--- src/rtl/csd_pkg.sv ---
`default_nettype none
// ============================================================================
// Module      : csd_pkg
// Description : Shared types and constants for the CSD shift-add multiplier
//               and its digit-rule checker.
// Revision    : 1.0 - initial release
// ============================================================================
package csd_pkg;

  // Default geometry: 8 CSD digits per coefficient and 8-bit operands.
  localparam int DEF_DATA_W = 8;
  localparam int DEF_ADDR_W = 4;
  localparam int DEF_RES_W  = 2 * DEF_DATA_W + 1;

  // A coefficient occupies two words. The P mask is at the even address and
  // the N mask is at the odd address.
  localparam logic P_OFS = 1'b0;
  localparam logic N_OFS = 1'b1;

  // Multiplier sequencing states.
  typedef enum logic [2:0] {
    S_IDLE  = 3'd0,
    S_RD_P  = 3'd1,
    S_RD_N  = 3'd2,
    S_CAP_N = 3'd3,
    S_CALC  = 3'd4,
    S_DONE  = 3'd5
  } csd_state_t;

endpackage : csd_pkg
`default_nettype wire

--- src/rtl/csd_digit_check.sv ---
`default_nettype none
// ============================================================================
// Module      : csd_digit_check
// Description : Combinational CSD rule check. The flag rises when a digit
//               position is both +1 and -1, or when two neighbouring digits
//               are both non-zero.
// Revision    : 1.0 - initial release
// ============================================================================
module csd_digit_check
  import csd_pkg::*;
#(
  parameter int DATA_W = DEF_DATA_W
) (
  input  logic [DATA_W-1:0] p_mask,
  input  logic [DATA_W-1:0] n_mask,
  output logic              invalid
);

  logic [DATA_W-1:0] nonzero;

  // The invalid flag covers both overlapping digits and adjacent non-zero digits.
  always_comb begin
    nonzero = p_mask | n_mask;
    invalid = (|(p_mask & n_mask)) | (|(nonzero & (nonzero >> 1)));
  end

endmodule : csd_digit_check
`default_nettype wire

--- src/rtl/csd_shift_add_mult.sv ---
`default_nettype none
// ============================================================================
// Module      : csd_shift_add_mult
// Description : Sequential multiplier-free product of a signed operand and a
//               CSD coefficient that is fetched as a P/N mask pair from the
//               CSD store. Each digit position costs one cycle. An invalid
//               coefficient is still multiplied and is also flagged.
// Revision    : 1.0 - initial release
// ============================================================================
module csd_shift_add_mult
  import csd_pkg::*;
#(
  parameter int DATA_W = DEF_DATA_W,
  parameter int ADDR_W = DEF_ADDR_W,
  parameter int RES_W  = 2 * DATA_W + 1
) (
  input  logic              clk,
  input  logic              reset,
  input  logic              start,
  input  logic [ADDR_W-2:0] coeffIdx,
  input  logic [DATA_W-1:0] xIn,
  output logic              csdRe,
  output logic [ADDR_W-1:0] csdAddr,
  input  logic [DATA_W-1:0] csdData,
  output logic [RES_W-1:0]  result,
  output logic              errCsd,
  output logic              busy,
  output logic              done
);

  localparam int CNT_W = $clog2(DATA_W);

  csd_state_t        state;
  csd_state_t        state_next;
  logic [DATA_W-1:0] x_reg;
  logic [ADDR_W-2:0] idx_reg;
  logic [DATA_W-1:0] p_reg;
  logic [DATA_W-1:0] n_reg;
  logic [RES_W-1:0]  acc;
  logic [RES_W-1:0]  acc_next;
  logic [RES_W-1:0]  term;
  logic [CNT_W-1:0]  cnt;
  logic              last_digit;
  logic              err_pend;
  logic              err_now;

  // The P mask is already registered when the N word arrives on csdData.
  csd_digit_check #(
    .DATA_W (DATA_W)
  ) u_digit_check (
    .p_mask  (p_reg),
    .n_mask  (csdData),
    .invalid (err_now)
  );

  // Shift-add step for the current digit. When both P and N are set, the
  // add and the subtract cancel out.
  always_comb begin
    term       = {{(RES_W-DATA_W){x_reg[DATA_W-1]}}, x_reg} << cnt;
    acc_next   = acc;
    if (p_reg[cnt]) acc_next = acc_next + term;
    if (n_reg[cnt]) acc_next = acc_next - term;
    last_digit = (cnt == CNT_W'(DATA_W - 1));
  end

  // State register.
  always_ff @(posedge clk or negedge reset) begin
    if (!reset) state <= S_IDLE;
    else        state <= state_next;
  end

  // Next-state logic and the state-decoded outputs.
  always_comb begin
    state_next = state;
    csdRe      = 1'b0;
    busy       = 1'b1;
    done       = 1'b0;
    case (state)
      S_IDLE: begin
        busy = 1'b0;
        if (start) state_next = S_RD_P;
      end
      S_RD_P: begin
        csdRe      = 1'b1;
        state_next = S_RD_N;
      end
      S_RD_N: begin
        csdRe      = 1'b1;
        state_next = S_CAP_N;
      end
      S_CAP_N: state_next = S_CALC;
      S_CALC:  if (last_digit) state_next = S_DONE;
      S_DONE: begin
        done       = 1'b1;
        state_next = S_IDLE;
      end
      default: state_next = S_IDLE;
    endcase
  end

  // Datapath. The store address leads the state by one edge so that it is
  // valid throughout RD_P and RD_N. result and errCsd load on the edge that
  // enters DONE, so they are valid while done is high.
  always_ff @(posedge clk or negedge reset) begin
    if (!reset) begin
      x_reg    <= '0;
      idx_reg  <= '0;
      p_reg    <= '0;
      n_reg    <= '0;
      acc      <= '0;
      cnt      <= '0;
      err_pend <= 1'b0;
      csdAddr  <= '0;
      result   <= '0;
      errCsd   <= 1'b0;
    end else begin
      case (state)
        S_IDLE: begin
          if (start) begin
            x_reg   <= xIn;
            idx_reg <= coeffIdx;
            acc     <= '0;
            csdAddr <= {coeffIdx, P_OFS};
          end
        end
        S_RD_P:  csdAddr <= {idx_reg, N_OFS};
        S_RD_N:  p_reg <= csdData;
        S_CAP_N: begin
          n_reg    <= csdData;
          err_pend <= err_now;
          cnt      <= '0;
        end
        S_CALC: begin
          acc <= acc_next;
          cnt <= cnt + 1'b1;
          if (last_digit) begin
            result <= acc_next;
            errCsd <= err_pend;
          end
        end
        default: ;
      endcase
    end
  end

endmodule : csd_shift_add_mult
`default_nettype wire

--- config.mk ---
export PLATFORM = sky130hd
export DESIGN_NAME = csd_shift_add_mult
export DESIGN_NICKNAME = d
export VERILOG_FILES = /design/src/rtl/csd_pkg.sv /design/src/rtl/csd_digit_check.sv /design/src/rtl/csd_shift_add_mult.sv
export SDC_FILE = /design/constraint.sdc
export NUM_CORES = 1
export LEC_CHECK = 0
export ABC_AREA = 1
export BUFFER_PORTS_ARGS = -buffer_cell sky130_fd_sc_hd__buf_4
export CAP_MARGIN = 10
export CORE_MARGIN = 3
export CORE_UTILIZATION = 25
export DETAILED_ROUTE_END_ITERATION = 10
export GPL_ROUTABILITY_DRIVEN = 0
export SETUP_SLACK_MARGIN = 0.02
export SLEW_MARGIN = 40
export SYNTH_ARGS = -nofsm -noshare
export SYNTH_HDL_FRONTEND = slang
export SYNTH_SLANG_ARGS = --single-unit
--- constraint.sdc ---
create_clock -name clk -period 12.6 [get_ports clk]
set_clock_uncertainty 0.15 [all_clocks]
set_input_delay 0.63 -clock clk [delete_from_list [all_inputs] [get_ports clk]]
set_output_delay 0.63 -clock clk [all_outputs]
set_load 0.005 [all_outputs]
==> results_dict.tcl, run 1 <==
set metrics [dict create \
    outcome "finished, final reports clean" \
    regArea_sq_um 1830 \
    synth_mux_area_share_pct 0 \
    gr-total-overflow 0 \
    cts_buffers 9 \
    rsz0062_at_grt "false" \
    ff2ff_path_depth 26 \
    nFillCells 2287 \
    antenna_found_initial 0 \
    fmax_mhz 197 \
    drv_slew 0 \
    post_cts_resized 0 \
    syn_inst 809 \
    synthArstFlopShare_pct 100 \
    firstDrtPassIters 7 \
    synthSimpleGateAreaFrac_pct 33.8 \
    syn_to_final_growth_pct 17.1 \
    max_slew_margin_pct 44.2 \
    cp_slowest_cell "dfrtp_1" \
    start_util_pct 25.7 \
    synth_nets 863 \
    setup.worst_path.start_class "flop" \
    synth-edff-count 0 \
    first_global_vias 5042 \
    crit_path_frequent_cell "nand2_1" \
    regToRegStartpoint "cnt[0]" \
    ctsLongestPathBuffers 2 \
    grt_max_degree 74 \
    numPortBuffers 46 \
    setup_tns_ps 0 \
    crit_type "flop to flop" \
    ys_seq_elements 73 \
    drt_iter0_drc 309 \
    drt_wl_total_um 15400 \
    cts_tree "built" \
    viasPerCell 4.68 \
    synth_top_family_by_area "simple AND/OR/NAND/NOR gates" \
    ys_seq_area_share_pct 33.4 \
    wl_per_cell_um 13.6 \
    die_width_um 154 \
    worst-r2r-setup-slack_ps 7520 \
    io_pins 47 \
    cts-root-buf "clkbuf_16" \
    post-cts-setup-buffer-count 0 \
    ant_nets 0 \
    synth_compound_gate_area_share_pct 15.2 \
    worstPathMaxFanout 25 \
    dieHeight_um 154 \
    num_rows 53 \
    clk_pin_slew_worst_paths_ps 60 \
    dpl.hpwl_um 11700 \
    max_stage_delay_ps 760 \
    drc 0 \
    synth_xor_area_share_pct 1.92 \
    min_period_ps 5080 \
    worst_skew_pair.late_latency_ps 350 \
    core_area_sq_um 21300 \
    finalSetupViolCount 0 \
    crit_arrival_ps 5150 \
    ys_dominant_reg_cell "dfrtp_1" \
    finalHoldViolCount 0 \
    die_area_sq_um 23700 \
    dr_total_vias 5291 \
    holdBufCountCts 0 \
    ys_types 41 \
    required_ps 12670 \
    clkSinkCount 73 \
    rr_endpoint "result[15]" \
    largestRegisters "acc x17, result x17" \
    hold_path.class "input port to asynchronous set/reset pin" \
    yosys_warnings 0 \
    antenna_cells 0 \
    drive_gt1_share_pct 11.9 \
    tightest_slew_ps 835 \
    finalNetCount 905 \
    post-route-period-util_pct 40.3 \
    netlist_area_sq_um 5470 \
    track_usage_pct 13.0 \
    critPathCaptureType "flop" \
    maxCapViolations 0 \
    synth.avg_cell_area_sq_um 6.76 \
    synth_adder_area_share_pct 7.32 \
    grt_pass1_wl_um 25400 \
    cts-htree-levels 3 \
    multi_input_area_sq_um 3190 \
]
==> worst max-delay path: cells and delay by family, from the launching register on <==
family	cells	cell delay, ps
AO/OA/AOI/OAI	8	1800
AND/OR/NAND/NOR	11	970
flip-flops	1	760
adder cells (fa/ha/maj)	2	690
buffers and inverters	4	430
XOR/XNOR	1	150
==> final cells by class <==
class                           instances  area share [%]
Clock inverter                          5           0.996
Clock buffer                           11            3.63
Sequential cell                        73            28.5
Tap cell                              275            5.37
Inverter                              101            5.92
Multi-Input combinational cell        617            49.8
Timing Repair Buffer                   49            5.80
==> cell usage in the layout, fill, tap and decap left out, types with 6 or more instances in the layout <==
master,Yosys,final
nor2_1,29,29
nand2_1,278,278
o21ai_1,10,10
clkbuf_16,0,9
ha_1,32,32
o21ai_0,74,74
buf_4,0,48
dfrtp_1,73,73
xnor2_1,10,10
nand2_2,12,12
nor3_1,13,12
nand3_2,12,12
o22ai_1,6,6
nand3_1,65,65
inv_1,97,97
a21oi_1,37,37
==> routing by layer <==
layer	up-vias	part of all wire, %	global-route usage, %
met5	-	0	0
met4	0	1.5	3.49
met3	20	4.7	2.31
met2	129	47	21.4
met1	2404	46	17.7
li1	2738	-	-
==> synthesized netlist by cell type (2+ instances only) <==
| cell type | n | share of area [%] |
|---|---|---|
| ha_1 | 32 | 7.3 |
| o211ai_1 | 3 | 0.41 |
| nand4_1 | 5 | 0.57 |
| o21a_1 | 2 | 0.27 |
| inv_2 | 3 | 0.21 |
| or2_2 | 4 | 0.46 |
| xor2_1 | 2 | 0.32 |
| inv_1 | 97 | 6.7 |
| buf_2 | 6 | 0.55 |
| o32ai_1 | 2 | 0.32 |
| nand2_2 | 12 | 1.4 |
| o22ai_1 | 6 | 0.69 |
| a21oi_2 | 2 | 0.32 |
| nand3_2 | 12 | 2.2 |
| a21o_1 | 2 | 0.27 |
| dfrtp_1 | 73 | 33 |
| xnor2_1 | 10 | 1.6 |
| o21ai_2 | 2 | 0.32 |
| clkbuf_1 | 10 | 0.69 |
| nand2_1 | 278 | 19 |
| a31oi_1 | 2 | 0.23 |
| o21ai_1 | 10 | 0.91 |
| a2111oi_0 | 2 | 0.32 |
| o21ai_0 | 74 | 6.8 |
| nor3_1 | 13 | 1.2 |
| nand3b_1 | 2 | 0.27 |
| nand3_1 | 65 | 5.9 |
| a21oi_1 | 37 | 3.4 |
| nor2_1 | 29 | 2.0 |
==> cell families after synthesis <==
kind of cell	after synthesis
buf+inv	119
fa+ha+maj	32
compound gates	150
xor+xnor	12
flops	73
simple gates	423
==> worst max path at each step <==
stage,slack (ps),depth (start not counted),from,endpoint
finish,7520,26,cnt[0],result[15]
global route,6970,26,cnt[0],result[15]
CTS,7550,26,cnt[0],result[15]
detailed placement,7590,26,cnt[0],result[15]
global placement,7590,26,cnt[0],result[15]
floorplan,8380,27,cnt[0],acc[15]
==> per-stage QoR <==
step	hold WS (ps)	util [%]	cells	setup slack (ps)	cell area, sq um
2_1_floorplan	184	-	809	8380	5470
3_3_place_gp	312	28.7	1115	7590	6100
3_5_place_dp	318	28.7	1115	7590	6110
4_1_cts	202	30.1	1131	7550	6400
5_1_grt	219	30.1	1131	6970	6400
6_report	166	30.1	1131	7520	6400
Power of run 1 is not shown: default switching activity piles up to over one toggle a cycle in this logic, so the estimate is an artifact.
==> run 2: changes to the inputs <==
--- a/config.mk
+++ b/config.mk
@@ -5,7 +5,7 @@
 export SDC_FILE = /design/constraint.sdc
 export NUM_CORES = 1
 export LEC_CHECK = 0
-export ABC_AREA = 1
+export ABC_AREA = 0
 export BUFFER_PORTS_ARGS = -buffer_cell sky130_fd_sc_hd__buf_4
 export CAP_MARGIN = 10
 export CORE_MARGIN = 3
==> constraint.sdc (replaced) <==
create_clock -name clk -period 5.3 [get_ports clk]
set_clock_uncertainty 0.15 [all_clocks]
set_input_delay 0.265 -clock clk [delete_from_list [all_inputs] [get_ports clk]]
set_output_delay 0.265 -clock clk [all_outputs]
set_load 0.005 [all_outputs]
==> run 2 against run 1 <==
Highest routed layer unchanged. Clock-buffer cell count is 1 higher. Die area is 1.3% higher. Critical path depth is 2 lower. Critical endpoint is now result[16].
==> results_dict.tcl, run 2 <==
set metrics [dict create \
    antenna_found_initial 0 \
    syn_inst 620 \
    worst_skew_pair.late_latency_ps 350 \
    synthTopCellsByArea "dfrtp_1 33%, ha_1 7.2%, mux2_2 6.9%" \
    dieHeight_um 155 \
    dp_cells 940 \
    drt_wl_total_um 14700 \
    gr-total-overflow 0 \
    final_cell_count_no_fill 970 \
    max_slew_margin_pct 52.5 \
    min_period_ps 5080 \
    mostFrequentLayoutCell "buf_4" \
    ff2ff_path_depth 24 \
    grt_max_degree 74 \
    synth_compound_gate_area_share_pct 22.2 \
    io_pins 47 \
    synth_adder_area_share_pct 8.33 \
    hold_path.class "input port to flop" \
    crit_type "flop to flop" \
    drive_gt1_share_pct 26.5 \
    crit_arrival_ps 5160 \
    ys_types 74 \
    antenna_cells 0 \
    clk_pin_slew_worst_paths_ps 60 \
    synth_xor_area_share_pct 3.63 \
    ys_dominant_reg_cell "dfrtp_1" \
    synth-edff-count 0 \
    critPathCaptureType "flop" \
    crit_chain "buf_4 > mux2i_2 > mux2_4 > nor2_1 > nor2_2 > inv_1 > ha_1 > a21o_1 > a21o_1 > a21oi_2 > a21boi_0 > o21a_1 > o21a_1 > o31ai_4 > ha_1 > and3_1 > nand2_1 > nor2_1 > o211ai_1 > and4_1 > o41ai_2 > buf_4 > o2111a_1 > a211o_1" \
    whs_path_depth 2 \
    layout_common_cells "81 x buf_4, 72 x dfrtp_1, 54 x nand2_1, 38 x o21ai_0, 34 x nor2_1" \
    required_ps 5380 \
    cts_buffers 9 \
    firstDrtPassIters 5 \
    dpl.hpwl_um 10900 \
    synth_nets 674 \
    outcome "finished, final reports clean" \
    synth_top_family_by_area "compound AO/OA/AOI/OAI gates" \
    rsz0062_at_grt "true" \
    synthDominantCellAreaShare_pct 33.0 \
    track_usage_pct 12.5 \
    synthArstFlopShare_pct 100 \
    finalHoldViolCount 0 \
    dr_total_vias 4892 \
    synth.avg_cell_area_sq_um 8.94 \
    numPortBuffers 46 \
    die_area_sq_um 24000 \
    finalNetCount 744 \
    drv_slew 0 \
    largestRegisters "acc x17, result x17" \
    post-route-period-util_pct 95.8 \
    ys_seq_elements 73 \
    num_rows 53 \
    die_width_um 155 \
    synthSimpleGateAreaFrac_pct 15.8 \
    ant_nets 0 \
    drt_iter0_drc 258 \
    synth_mux_area_share_pct 13.0 \
    netlist_area_sq_um 5540 \
    synth_most_common_cell "dfrtp_1" \
    start_util_pct 25.9 \
    fmax_mhz 197 \
    maxCapViolations 0 \
    multi_input_area_sq_um 3680 \
    wl_per_cell_um 15.2 \
    final_area_sq_um 7030 \
    regArea_sq_um 1830 \
    setup_tns_ps 0 \
    cts_tree "built" \
    nFillCells 2214 \
    timing.hold.ws_ps 12.6 \
    worstPathMaxFanout 7 \
    yosys_warnings 0 \
    first_global_vias 4798 \
    syn_to_final_growth_pct 26.9 \
    cp_slowest_cell "dfrtp_2" \
    cts-root-buf "clkbuf_16" \
    ys_top_cells_by_count "73 x dfrtp_1, 56 x nand2_1, 42 x o21ai_0" \
    ctsLongestPathBuffers 2 \
    drc 0 \
    place_area_sq_um 6370 \
    cts-htree-levels 3 \
    max_stage_delay_ps 470 \
    core_area_sq_um 21400 \
    finalSetupViolCount 0 \
    viasPerCell 5.04 \
    grt_pass1_wl_um 24700 \
    clkSinkCount 73 \
    tightest_slew_ps 710 \
    yosysTopAreaCell "dfrtp_1" \
    ys_seq_area_share_pct 33.0 \
    setup.worst_path.start_class "flop" \
]
[run 2: layout make-up]
| class | count | share of cell area, % |
|---|---|---|
| flip-flops and latches | 73 | 26.0 |
| inverters | 23 | 1.23 |
| well taps | 275 | 4.89 |
| clock inverters | 4 | 1.41 |
| clock buffers | 12 | 3.51 |
| repair buffers | 94 | 10.6 |
| multi-input cells | 489 | 52.4 |
[run 2: per-layer routing]
layer	routed length (um)	up-vias	track usage, %
li1	-	2435	-
met1	7140	2353	17.2
met2	6810	85	20.0
met3	514	19	2.25
met4	255	0	4.16
met5	0	-	0
[run 2: kinds of logic after synthesis]
family | count (synthesis)
AOI/OAI and AO/OA | 187
adders and majority gates | 38
and+or+nand+nor | 179
buffers and inverters | 58
xor gates and xnor gates | 23
muxes | 62
DFF | 73
[run 2: repair_timing]
action / CTS / global route
cloned: 0 / 0
resized for setup: 2 / 44
buffers inserted: 0 / 5
hold buffers: 9 / 0
setup endpoints to repair: 2 / 8
hold endpoints to repair: 81 / 0
pin swaps: 0 / 10
[run 2: worst paths after layout]
check	startpoint	to	slack [ps]
min in group asynchronous	reset	p_reg[6]	330
hold reg to reg	result[3]	result[3]	330
max in group asynchronous	reset	result[1]	4150
hold / removal	xIn[7]	x_reg[7]	10
setup reg to reg	cnt[0]	result[16]	220
setup / recovery	cnt[0]	result[16]	220
[run 2: critical path: cells and delay by family (launching register included)]
kind	cells	cell delay, ps
fa+ha+maj	2	670
buf+inv	3	380
mux	2	420
flops	1	470
simple gates	6	800
compound gates	11	2060
[run 2: through the flow]
step	utilization, %	setup slack [ps]
finish	32.8	221
global route	32.8	-26.0
CTS	31.8	47.8
detailed placement	29.7	-95.8
global placement	29.7	-82.1
floorplan	-	94.5
Power of run 2 is left out for the same reason.
==> run 3: changes to the inputs <==
--- a/config.mk
+++ b/config.mk
@@ -8,6 +8,7 @@
 export ABC_AREA = 0
 export BUFFER_PORTS_ARGS = -buffer_cell sky130_fd_sc_hd__buf_4
 export CAP_MARGIN = 10
+export CORE_ASPECT_RATIO = 0.5
 export CORE_MARGIN = 3
 export CORE_UTILIZATION = 25
 export DETAILED_ROUTE_END_ITERATION = 10
==> run 3 against run 2 <==
Cell area increased by 3.4%. Final cell count increased by 3.6%. Routed wire length increased by 5.7%. Maximum frequency decreased by 0.73%. Clock-buffer cell count decreased by 2. Worst setup slack got worse by 37 ps. Non-clock buffer count increased by 18. Global-route usage increased by 0.40 points.
==> results_dict.tcl, run 3 (synthesis gave the netlist of run 2 again) <==
set metrics [dict create \
    antenna_found_initial 0 \
    required_ps 5360 \
    top_layer "met4" \
    maxCapViolations 0 \
    crit_type "flop to flop" \
    num_rows 37 \
    ff2ff_path_depth 23 \
    dieHeight_um 111 \
    cts_buffers 9 \
    cts-root-buf "clkbuf_16" \
    clkSinkCount 73 \
    viasPerCell 4.91 \
    place_area_sq_um 6450 \
    worstPathMaxFanout 8 \
    dpl.hpwl_um 11300 \
    crit_arrival_ps 5170 \
    critPathCaptureType "flop" \
    finalSetupViolCount 0 \
    start_util_pct 26.2 \
    track_usage_pct 12.9 \
    ant_nets 0 \
    max_slew_margin_pct 54.2 \
    layout_common_cells "96 x buf_4, 71 x dfrtp_1, 54 x nand2_1, 38 x o21ai_0" \
    antenna_cells 0 \
    drv_slew 0 \
    mostFrequentLayoutCell "buf_4" \
    final_area_sq_um 7270 \
    syn_to_final_growth_pct 31.2 \
    dr_wl_met2_um 7280 \
    hold_path.class "input port to flop" \
    nFillCells 2174 \
    numPortBuffers 46 \
    dr_wl_met3_um 585 \
    gr-total-overflow 0 \
    setup.worst_path.start_class "flop" \
    outcome "finished, final reports clean" \
    die_area_sq_um 24100 \
    whs_path_depth 3 \
    post-route-period-util_pct 96.5 \
    worst_skew_pair.late_latency_ps 350 \
    io_pins 47 \
    wl_per_cell_um 15.5 \
    fmax_mhz 195 \
    core_area_sq_um 21200 \
    min_period_ps 5120 \
    cts-htree-levels 3 \
    grt_pass1_wl_um 25300 \
    grt_max_degree 74 \
    drive_gt1_share_pct 29.2 \
    drc 0 \
    drt_wl_total_um 15600 \
    clk_pin_slew_worst_paths_ps 60 \
    die_width_um 217 \
    cts_tree "built" \
    firstDrtPassIters 4 \
    largestRegisters "acc x17, result x17" \
    worst-r2r-setup-slack_ps 180 \
    tightest_slew_ps 687 \
    finalNetCount 762 \
    drt_iter0_drc 277 \
    ctsLongestPathBuffers 2 \
    first_global_vias 4930 \
    dr_total_vias 4938 \
    finalHoldViolCount 0 \
    wl_met1_um 7450 \
]
[run 3: cell types whose count changed in the layout (fill, tap and decap cells not counted), moves of 2 or more]
cell / change
a21oi_1: +2
a21oi_2: -2
buf_4: +15
dlygate4sd3_1: +3
ha_1: -4
ha_2: -2
ha_4: +6
mux2_2: +2
nor2_1: -2
nor2_2: +2
[run 3: stage by stage]
stage | util [%] | setup TNS [ps] | hold slack [ps] | cells | setup WS (ps)
after floorplan | - | 0 | -181 | 620 | 94.5
after global placement | 30.4 | -33.9 | 303 | 963 | -33.9
after detailed placement | 30.5 | -415 | 203 | 964 | -229
after CTS | 32.7 | 0 | 15.2 | 993 | 40.3
after global routing | 34.4 | -63.1 | 21.0 | 1005 | -33.3
final | 34.4 | 0 | 28.7 | 1005 | 184
[run 3: per-layer routing]
layer  track usage (%)  vias to the layer above
met5                 0                        -
met1              17.3                     2381
met2              20.9                       82
li1                  -                     2458
met4              3.71                        0
met3              2.98                       17
[run 3: path summary, 6_finish.rpt]
kind                       endpoint  startpoint
max                         acc[16]      cnt[0]
min                        p_reg[2]  csdData[2]
max reg2reg                 acc[16]      cnt[0]
min reg2reg                err_pend    err_pend
max in group asynchronous    cnt[1]       reset
min in group asynchronous  p_reg[1]       reset
[run 3: cell type report]
type	instances	area, sq um	area share [%]
inverters	23	86.3	1.19
clock buffers	10	229	3.15
flip-flops and latches	73	1830	25.2
repair buffers	112	886	12.2
multi-input cells	489	3760	51.7
clock inverters	6	115	1.58
well taps	292	365	5.03
[run 3: critical path: stages (launching register included)]
cell and delay (ps):
dfrtp_2 490, buf_6 160, mux2i_4 230, a21oi_1 120, mux2i_1 210, inv_1 100, ha_4 220, a21o_1 170
a21o_1 170, a21o_1 180, a21oi_2 160, a21boi_1 80, o21a_1 210, o21a_1 220, o31ai_4 300, ha_4 180
and3_4 180, nand2_2 70, nor2_2 120, o211ai_1 220, and3_1 270, a211o_1 310, o311ai_1 310, o41ai_1 150
[run 3: what timing repair did]
item | 4_1_cts | 5_1_grt
hold buffers | 12 | 0
gates cloned | 0 | 0
buffers inserted | 1 | 12
setup endpoints to repair | 4 | 7
resized for setup | 3 | 54
pin swaps | 0 | 30
endpoints found under the hold margin | 84 | 0
Power of run 3 is left out for the same reason.
